<file path="src/rtl/mips32_pkg.sv">
// -----------------------------------------------------------------------------
// mips32_pkg
// Shared definitions for the MIPS32 instruction-fetch front end:
//   - INSTR_W       : instruction word width
//   - OP_*          : primary opcode field values (instr[31:26]), including HLT
//   - fetch_state_e : fetch controller state {RUN, STOPPED}
//   - fq_entry_t    : fetch-queue entry {instr, npc}
//   - is_hlt()      : primary-opcode HLT detector
// -----------------------------------------------------------------------------
package mips32_pkg;

    localparam int INSTR_W = 32;

    localparam logic [5:0] OP_SPECIAL = 6'b000000;
    localparam logic [5:0] OP_J       = 6'b000010;
    localparam logic [5:0] OP_BEQ     = 6'b000100;
    localparam logic [5:0] OP_BNE     = 6'b000101;
    localparam logic [5:0] OP_ADDI    = 6'b001000;
    localparam logic [5:0] OP_LW      = 6'b100011;
    localparam logic [5:0] OP_SW      = 6'b101011;
    localparam logic [5:0] OP_HLT     = 6'b111111;

    typedef enum logic {
        RUN     = 1'b0,
        STOPPED = 1'b1
    } fetch_state_e;

    typedef struct packed {
        logic [INSTR_W-1:0] instr;
        logic [31:0]        npc;
    } fq_entry_t;

    function automatic logic is_hlt(input logic [INSTR_W-1:0] instr);
        return (instr[31:26] == OP_HLT);
    endfunction

endpackage

</file>
<file path="src/rtl/mips32_fetch_fifo.sv">
// -----------------------------------------------------------------------------
// mips32_fetch_fifo
// Synchronous first-in/first-out buffer, DEPTH entries (power of two) of W bits.
// Head is read combinationally from registered storage.
// Ports:
//   clk_i, rst_ni     : clock, asynchronous active-low reset
//   push_i, wdata_i   : write request and data (accepted when not full, or
//                       when a pop happens in the same cycle)
//   pop_i, rdata_o    : remove head / head data
//   flush_i           : empty the buffer (wins over push/pop)
//   count_o           : occupancy 0..DEPTH
//   full_o, empty_o   : status
// -----------------------------------------------------------------------------
module mips32_fetch_fifo #(
    parameter int DEPTH = 4,
    parameter int W     = 32
) (
    input  logic                   clk_i,
    input  logic                   rst_ni,
    input  logic                   push_i,
    input  logic                   pop_i,
    input  logic                   flush_i,
    input  logic [W-1:0]           wdata_i,
    output logic [W-1:0]           rdata_o,
    output logic [$clog2(DEPTH):0] count_o,
    output logic                   full_o,
    output logic                   empty_o
);

    localparam int PW = $clog2(DEPTH);
    localparam logic [PW:0] DEPTH_C = (PW+1)'(DEPTH);

    logic [W-1:0]  mem_q [DEPTH];
    logic [PW-1:0] wptr_q, wptr_d;
    logic [PW-1:0] rptr_q, rptr_d;
    logic [PW:0]   cnt_q, cnt_d;
    logic          do_push, do_pop;

    assign full_o  = (cnt_q == DEPTH_C);
    assign empty_o = (cnt_q == '0);
    assign count_o = cnt_q;
    assign rdata_o = mem_q[rptr_q];

    // A push into a full buffer is legal when the head leaves in the same cycle:
    // the write lands in the slot being vacated.
    assign do_pop  = pop_i & ~empty_o;
    assign do_push = push_i & (~full_o | do_pop);

    always_comb begin
        wptr_d = wptr_q;
        rptr_d = rptr_q;
        cnt_d  = cnt_q;
        if (flush_i) begin
            wptr_d = '0;
            rptr_d = '0;
            cnt_d  = '0;
        end else begin
            if (do_push) wptr_d = wptr_q + PW'(1);
            if (do_pop)  rptr_d = rptr_q + PW'(1);
            cnt_d = cnt_q + (PW+1)'(do_push) - (PW+1)'(do_pop);
        end
    end

    always_ff @(posedge clk_i or negedge rst_ni) begin
        if (!rst_ni) begin
            wptr_q <= '0;
            rptr_q <= '0;
            cnt_q  <= '0;
        end else begin
            wptr_q <= wptr_d;
            rptr_q <= rptr_d;
            cnt_q  <= cnt_d;
        end
    end

    // Storage carries no reset; only entries counted by cnt_q are ever observed.
    always_ff @(posedge clk_i) begin
        if (do_push) mem_q[wptr_q] <= wdata_i;
    end

endmodule

</file>
<file path="src/rtl/mips32_fetch_queue.sv">
// -----------------------------------------------------------------------------
// mips32_fetch_queue
// Instruction prefetch in front of the IF/ID boundary. Issues sequential word
// fetches, buffers returned words with their next-PC in an in-order queue and
// presents the head to decode over a valid/ready handshake. Branch redirects
// flush the queue and discard every response still in flight.
//
// Optional feature (macro MIPS32_HALT_PREDECODE_EN): an enqueued HLT word
// (opcode 6'b111111) stops fetching until the next redirect; responses for
// requests issued behind the HLT are dropped. Without the macro, fetch only
// stops on halt_i and fetch_stopped is tied low.
//
// Ports:
//   clk1, rst_n                 : clock, asynchronous active-low reset
//   imem_req/addr/gnt           : fetch request channel (word address)
//   imem_rvalid/rdata           : in-order response channel
//   redirect_valid/redirect_pc  : taken-branch restart
//   halt_i                      : level, suppress new requests
//   id_valid/ready/instr/npc    : queue head towards decode
//   fetch_stopped               : no request will issue until a redirect
// -----------------------------------------------------------------------------
module mips32_fetch_queue
    import mips32_pkg::*;
#(
    parameter int            DEPTH    = 4,
    parameter int            AW       = 10,
    parameter logic [AW-1:0] RESET_PC = '0
) (
    input  logic          clk1,
    input  logic          rst_n,
    output logic          imem_req,
    output logic [AW-1:0] imem_addr,
    input  logic          imem_gnt,
    input  logic          imem_rvalid,
    input  logic [31:0]   imem_rdata,
    input  logic          redirect_valid,
    input  logic [AW-1:0] redirect_pc,
    input  logic          halt_i,
    output logic          id_valid,
    input  logic          id_ready,
    output logic [31:0]   id_instr,
    output logic [31:0]   id_npc,
    output logic          fetch_stopped
);

    localparam int CW = $clog2(DEPTH) + 1;
    localparam logic [CW:0] DEPTH_C = (CW+1)'(DEPTH);

    fetch_state_e  state_q, state_d;
    logic [AW-1:0] pc_q, pc_d;
    logic [CW-1:0] drop_q, drop_d;

    logic [CW-1:0] dq_count, tq_count;
    logic          dq_full, dq_empty, tq_full, tq_empty;
    logic          dq_push, dq_pop, tq_push, tq_pop;
    fq_entry_t     dq_wdata, dq_rdata;
    logic [AW-1:0] tq_rdata;
    logic [AW-1:0] rsp_npc;
    logic [CW:0]   credit_used;
    logic          issue, rsp_keep;

    // The tag queue holds the address of every in-flight request, so its
    // occupancy is the outstanding count. Queued words plus in-flight requests
    // never exceed DEPTH, which guarantees every response has a slot.
    assign credit_used = {1'b0, dq_count} + {1'b0, tq_count};

    assign imem_req  = rst_n && (state_q == RUN) && !halt_i && !redirect_valid
                       && (credit_used < DEPTH_C);
    assign imem_addr = pc_q;
    assign issue     = imem_req & imem_gnt;

    // Every response retires its tag, including ones being discarded.
    assign tq_push  = issue & ~tq_full;
    assign tq_pop   = imem_rvalid & ~tq_empty;

    assign rsp_keep = imem_rvalid & ~redirect_valid & (drop_q == '0);
    assign rsp_npc  = tq_rdata + AW'(1);

    assign dq_wdata.instr = imem_rdata;
    assign dq_wdata.npc   = 32'(rsp_npc);
    assign dq_push        = rsp_keep & (~dq_full | dq_pop);
    assign dq_pop         = id_valid & id_ready & ~redirect_valid;

    assign id_valid = ~dq_empty;
    assign id_instr = id_valid ? dq_rdata.instr : '0;
    assign id_npc   = id_valid ? dq_rdata.npc   : '0;

`ifdef MIPS32_HALT_PREDECODE_EN
    assign fetch_stopped = (state_q == STOPPED);
`else
    assign fetch_stopped = 1'b0;
`endif

    mips32_fetch_fifo #(
        .DEPTH (DEPTH),
        .W     ($bits(fq_entry_t))
    ) u_data_q (
        .clk_i   (clk1),
        .rst_ni  (rst_n),
        .push_i  (dq_push),
        .pop_i   (dq_pop),
        .flush_i (redirect_valid),
        .wdata_i (dq_wdata),
        .rdata_o (dq_rdata),
        .count_o (dq_count),
        .full_o  (dq_full),
        .empty_o (dq_empty)
    );

    mips32_fetch_fifo #(
        .DEPTH (DEPTH),
        .W     (AW)
    ) u_tag_q (
        .clk_i   (clk1),
        .rst_ni  (rst_n),
        .push_i  (tq_push),
        .pop_i   (tq_pop),
        .flush_i (1'b0),
        .wdata_i (pc_q),
        .rdata_o (tq_rdata),
        .count_o (tq_count),
        .full_o  (tq_full),
        .empty_o (tq_empty)
    );

    always_comb begin
        state_d = state_q;
        pc_d    = pc_q;
        drop_d  = drop_q;
        if (redirect_valid) begin
            // Everything in flight is stale; a response arriving right now is
            // discarded here and needs no drop credit.
            pc_d    = redirect_pc;
            state_d = RUN;
            drop_d  = tq_count - CW'(imem_rvalid);
        end else begin
            if (issue) pc_d = pc_q + AW'(1);
            if (imem_rvalid && (drop_q != '0)) drop_d = drop_q - CW'(1);
`ifdef MIPS32_HALT_PREDECODE_EN
            // Requests issued behind the HLT, including one granted this cycle,
            // must not reach decode.
            if (dq_push && is_hlt(imem_rdata)) begin
                state_d = STOPPED;
                drop_d  = tq_count - CW'(1) + CW'(issue);
            end
`endif
        end
    end

    always_ff @(posedge clk1 or negedge rst_n) begin
        if (!rst_n) begin
            state_q <= RUN;
            pc_q    <= RESET_PC;
            drop_q  <= '0;
        end else begin
            state_q <= state_d;
            pc_q    <= pc_d;
            drop_q  <= drop_d;
        end
    end

endmodule

</file>
<file path="config.mk">
export PLATFORM = sky130hd
export DESIGN_NAME = mips32_fetch_queue
export DESIGN_NICKNAME = d
export VERILOG_FILES = /design/src/rtl/mips32_pkg.sv /design/src/rtl/mips32_fetch_fifo.sv /design/src/rtl/mips32_fetch_queue.sv
export SDC_FILE = /design/constraint.sdc
export NUM_CORES = 1
export LEC_CHECK = 0
export CORE_UTILIZATION = 50
export CTS_BUF_LIST = sky130_fd_sc_hd__clkbuf_4 sky130_fd_sc_hd__clkbuf_8 sky130_fd_sc_hd__clkbuf_16
export CTS_CLUSTER_DIAMETER = 30
export DETAILED_ROUTE_END_ITERATION = 10
export PLACE_DENSITY = 0.76
export SYNTH_ARGS = -nofsm -noshare
export SYNTH_HDL_FRONTEND = slang
export SYNTH_HIERARCHICAL = 1
export SYNTH_SLANG_ARGS = --single-unit
</file>
<file path="constraint.sdc">
create_clock -name clk1 -period 5.1 [get_ports clk1]
set_clock_uncertainty 0.15 [all_clocks]
set_input_delay 1.275 -clock clk1 [delete_from_list [all_inputs] [get_ports clk1]]
set_output_delay 1.275 -clock clk1 [all_outputs]
set_load 0.01 [all_outputs]
</file>
==> metrics.md <==
| Metric | Value |
|---|---|
| Outcome | finished clean |
| # resized after CTS | 0 |
| Vias after detailed routing | 6783 |
| Total Neg Setup Slack | 0 ns |
| Number of cells after detailed placement | 1199 |
| Filler Cell Count | 1647 |
| Chip Height | 164 µm |
| Clock latency of the later-clocked register in the worst-skew pair | 0.53 ns |
| Effective utilization at floorplan | 51.6% |
| Number of CTS-inserted buffers | 53 |
| Setup fix buffers added after clock tree synthesis | 0 |
| Final setup viols | 0 |
| Total chip power | 6.88 mW |
| Number of nets with antenna violations after routing | 0 |
| Relative area change from synthesis to final layout | 29.9% |
| Share of synthesized registers carrying an async set or reset | 8.36% |
| Hold Crit Class | reg2reg |
| Most area-hungry cell type in the Yosys netlist | edfxtp_1 |
| Crit path largest cell delay | 0.77 ns |
| Routed wirelength normalized by instance count | 19.0 µm |
| Critical path class | reg2out |
| Unrepaired setup endpoints after global routing | false |
| Global-route wire length before repair | 38.6 mm |
| Register bit count reported by yosys | 323 |
| Most used DFF post-synth | edfxtp_1 |
| Number of non-filler instances in the completed layout | 1297 |
| Pwr/cell area | 403 nW/µm² |
| Fin. Hold Viols | 0 |
| Standby leakage power | 5.89 nW |
| Full die area | 26900 µm² |
| Number of instances in the synthesized netlist | 665 |
| Multi-input gate area in the final layout | 3680 µm² |
| CTS tree | yes |
| Smallest hold slack | 0.437 ns |
| Area after DPL | 15200 µm² |
| Unique cell type count in the Yosys netlist | 46 |
| Worst EP required | 3.67 ns |
| Port-buffer cells | 124 |
| Count of pins on the block boundary | 126 |
| Number of levels the H-tree was split into | 2 |
| Average size of a mapped cell | 19.8 µm² |
| Clock buffer depth | 3 |
| Part of the Yosys area used for sequential elements | 72.8% |
| Number of design rule violations left after detail routing | 0 |
| Hold-fix buffers at CTS | 0 |
| Total count of max-transition violations in the final report | 0 |
| Half-perimeter wire length after placement | 14.6 mm |
| Critical Path AT | 2.81 ns |
| Cell types with the largest area share after synthesis | edfxtp_1 68%, mux4_2 13%, dfrtp_1 5.1% |
| Count of standard-cell rows | 58 |
| Fin crit share | 83.0% |
| Core occupancy in the finished layout | 67.0% |
| Via count of the first global-routing pass | 6944 |
| Ordered list of cells on the worst path | buf_4 > mux4_2 > nor2b_1 > clkdlybuf4s50_1 |
| Worst setup slack after layout | 0.866 ns |
| Global routing usage summed across all routing layers | 19.3% |
| Max_cap viols | 0 |
| Core area | 25500 µm² |
| Number of antenna violations at the first check in global routing | 1 |
| Drt total wl | 24.7 mm |
| Layout net count | 993 |
| First-pass detailed-route iteration total | 4 |
| Worst slew margin | 52.8% |
| Post-synth EDFFs | 296 |
| Largest fanout on the critical path | 26 |
| Number of design-rule violations left by the first detailed-router iteration | 430 |
| Post-synthesis cell area | 13100 µm² |
| Die outline width | 164 µm |
| Sink count of the clock tree | 323 |
| Achievable frequency | 236 MHz |
| Final weighted congestion in routability-driven placement | 0.740 |
| Sequential Area | 9570 µm² |
| Area fraction of the dominant cell type after synthesis | 67.6% |
| Fraction of layout cells with a size suffix above 1 | 21.7% |
| Critical Path Slowest Stage Cell | dfrtp_2 |
| Post-DR vias/cell | 5.23 |
| Clock-pin slew on the worst setup and hold paths | 0.05 ns |
| Antenna cells | 0 |
| Worst IR drop on VDD | 236 µV |
| Root buffer cell | clkbuf_16 |
| Worst Setup Start Kind | register |
| Warning count from the yosys run | 6 |
| Top-count cell post-synth | edfxtp_1 |
| Leading post-synthesis cells by instance count | 296 x edfxtp_1, 74 x mux4_2, 68 x nor2b_1, 27 x dfrtp_1, 18 x ha_1 |
| Shortest period the worst path allows | 4.23 ns |
| Type of destination of the critical path | output port |
| Transition at the pin with the smallest max-transition slack | 0.708 ns |
| Sum of overflow across all layers after global routing | 0 |
| Pre-CTS setup slack | 0.697 ns |
| Final instance area | 17100 µm² |
| Maximum number of pins on one net before global-route repair | 37 |
==> report_power, final <==
part	internal [mW]	switching, mW	total [mW]
Clock	2.45	1.23	3.68
Sequential	2.93	0.0302	2.96
Combinational	0.123	0.115	0.238
==> worst max-delay path: cells and delay by family, from the launching register on <==
kind	cells	cell delay [ns]
mux	1	0.26
simple gates	1	0.22
buf+inv	2	1.01
flops	1	0.77
==> worst paths after layout <==
check,from,to,slack (ns),cells after the start
worst min-delay path,u_data_q/wptr_q[1]$_DFFE_PN0P_,u_data_q/wptr_q[1]$_DFFE_PN0P_,0.44,2
worst max register to register,u_data_q/count_o[1]$_DFF_PN0_,u_data_q/mem_q[2][48]$_DFFE_PP_,1.59,9
worst min register to register,u_data_q/wptr_q[1]$_DFFE_PN0P_,u_data_q/wptr_q[1]$_DFFE_PN0P_,0.44,2
worst max-delay path,u_data_q/rptr_q[1]$_DFFE_PN0P_,id_instr[20],0.87,4
min in group asynchronous,rst_n,imem_addr[8]$_DFFE_PN0P_,1.00,2
max in group asynchronous,rst_n,u_data_q/rptr_q[0]$_DFFE_PN0P_,3.50,2
==> layout make-up <==
class,instances,area share [%]
timing repair buffer,145,8.56
tap,330,2.42
multi-input combinational,384,21.6
clock buffer,58,7.99
clock inverter,40,3.02
inverter,17,0.374
sequential,323,56.1
==> layer usage <==
metal	GRT usage (%)	up-vias	wire length [µm]
li1	-	3088	-
met1	24.7	3450	10100
met2	33.0	198	12900
met3	4.04	45	1280
met4	5.93	2	469
met5	0	-	13
==> cell usage in the layout, fill, tap and decap left out, types with 3 or more instances in the layout <==
cell type        synthesis  routed
clkbuf_16                0      53
nand2_1                  7       7
nor2b_1                 68      68
mux2i_1                 10      10
nor2_1                  16      16
conb_1                   1      90
clkinv_4                 0       7
xnor2_1                 11      11
nand2b_1                 5       5
clkinv_1                 0       6
clkbuf_4                 0       5
dfrtp_1                 27      25
buf_4                    4      16
nor3_1                   9       8
a221o_1                  6       6
xor2_1                   7       7
clkdlybuf4s50_1          0     124
buf_12                   0       5
and2_2                   4       4
inv_6                    0       9
and2_4                   0       4
nand3_1                 14      14
and3_1                   7       7
bufinv_16                0      10
inv_1                   17      17
mux2_4                   4       4
edfxtp_1               296     296
clkinv_2                 0       3
ha_1                    18      18
mux4_2                  74      74
clkinvlp_4               0       5
==> kinds of logic (layout without fill, tap and decap cells) <==
kind of cell / Yosys count / in the layout / synth area share, %
flops: 323 / 323 / 72.8
simple gates: 144 / 144 / 6.53
mux: 89 / 89 / 14.0
buf+inv: 47 / 260 / 1.88
compound gates: 23 / 23 / 1.61
fa+ha+maj: 20 / 20 / 2.02
xor+xnor: 18 / 18 / 1.20
other cells: 1 / 90 / 0.0285
==> state kept, by name, indices dropped and copies added (netlist names) <==
signal            flops
u_data_q/mem_q      256
u_tag_q/mem_q        40
imem_addr            10
drop_q                3
u_data_q/count_o      3
u_tag_q/count_o       3
u_data_q/rptr_q       2
u_data_q/wptr_q       2
u_tag_q/rptr_q        2
u_tag_q/wptr_q        2
(Power assumes the default switching activity.)
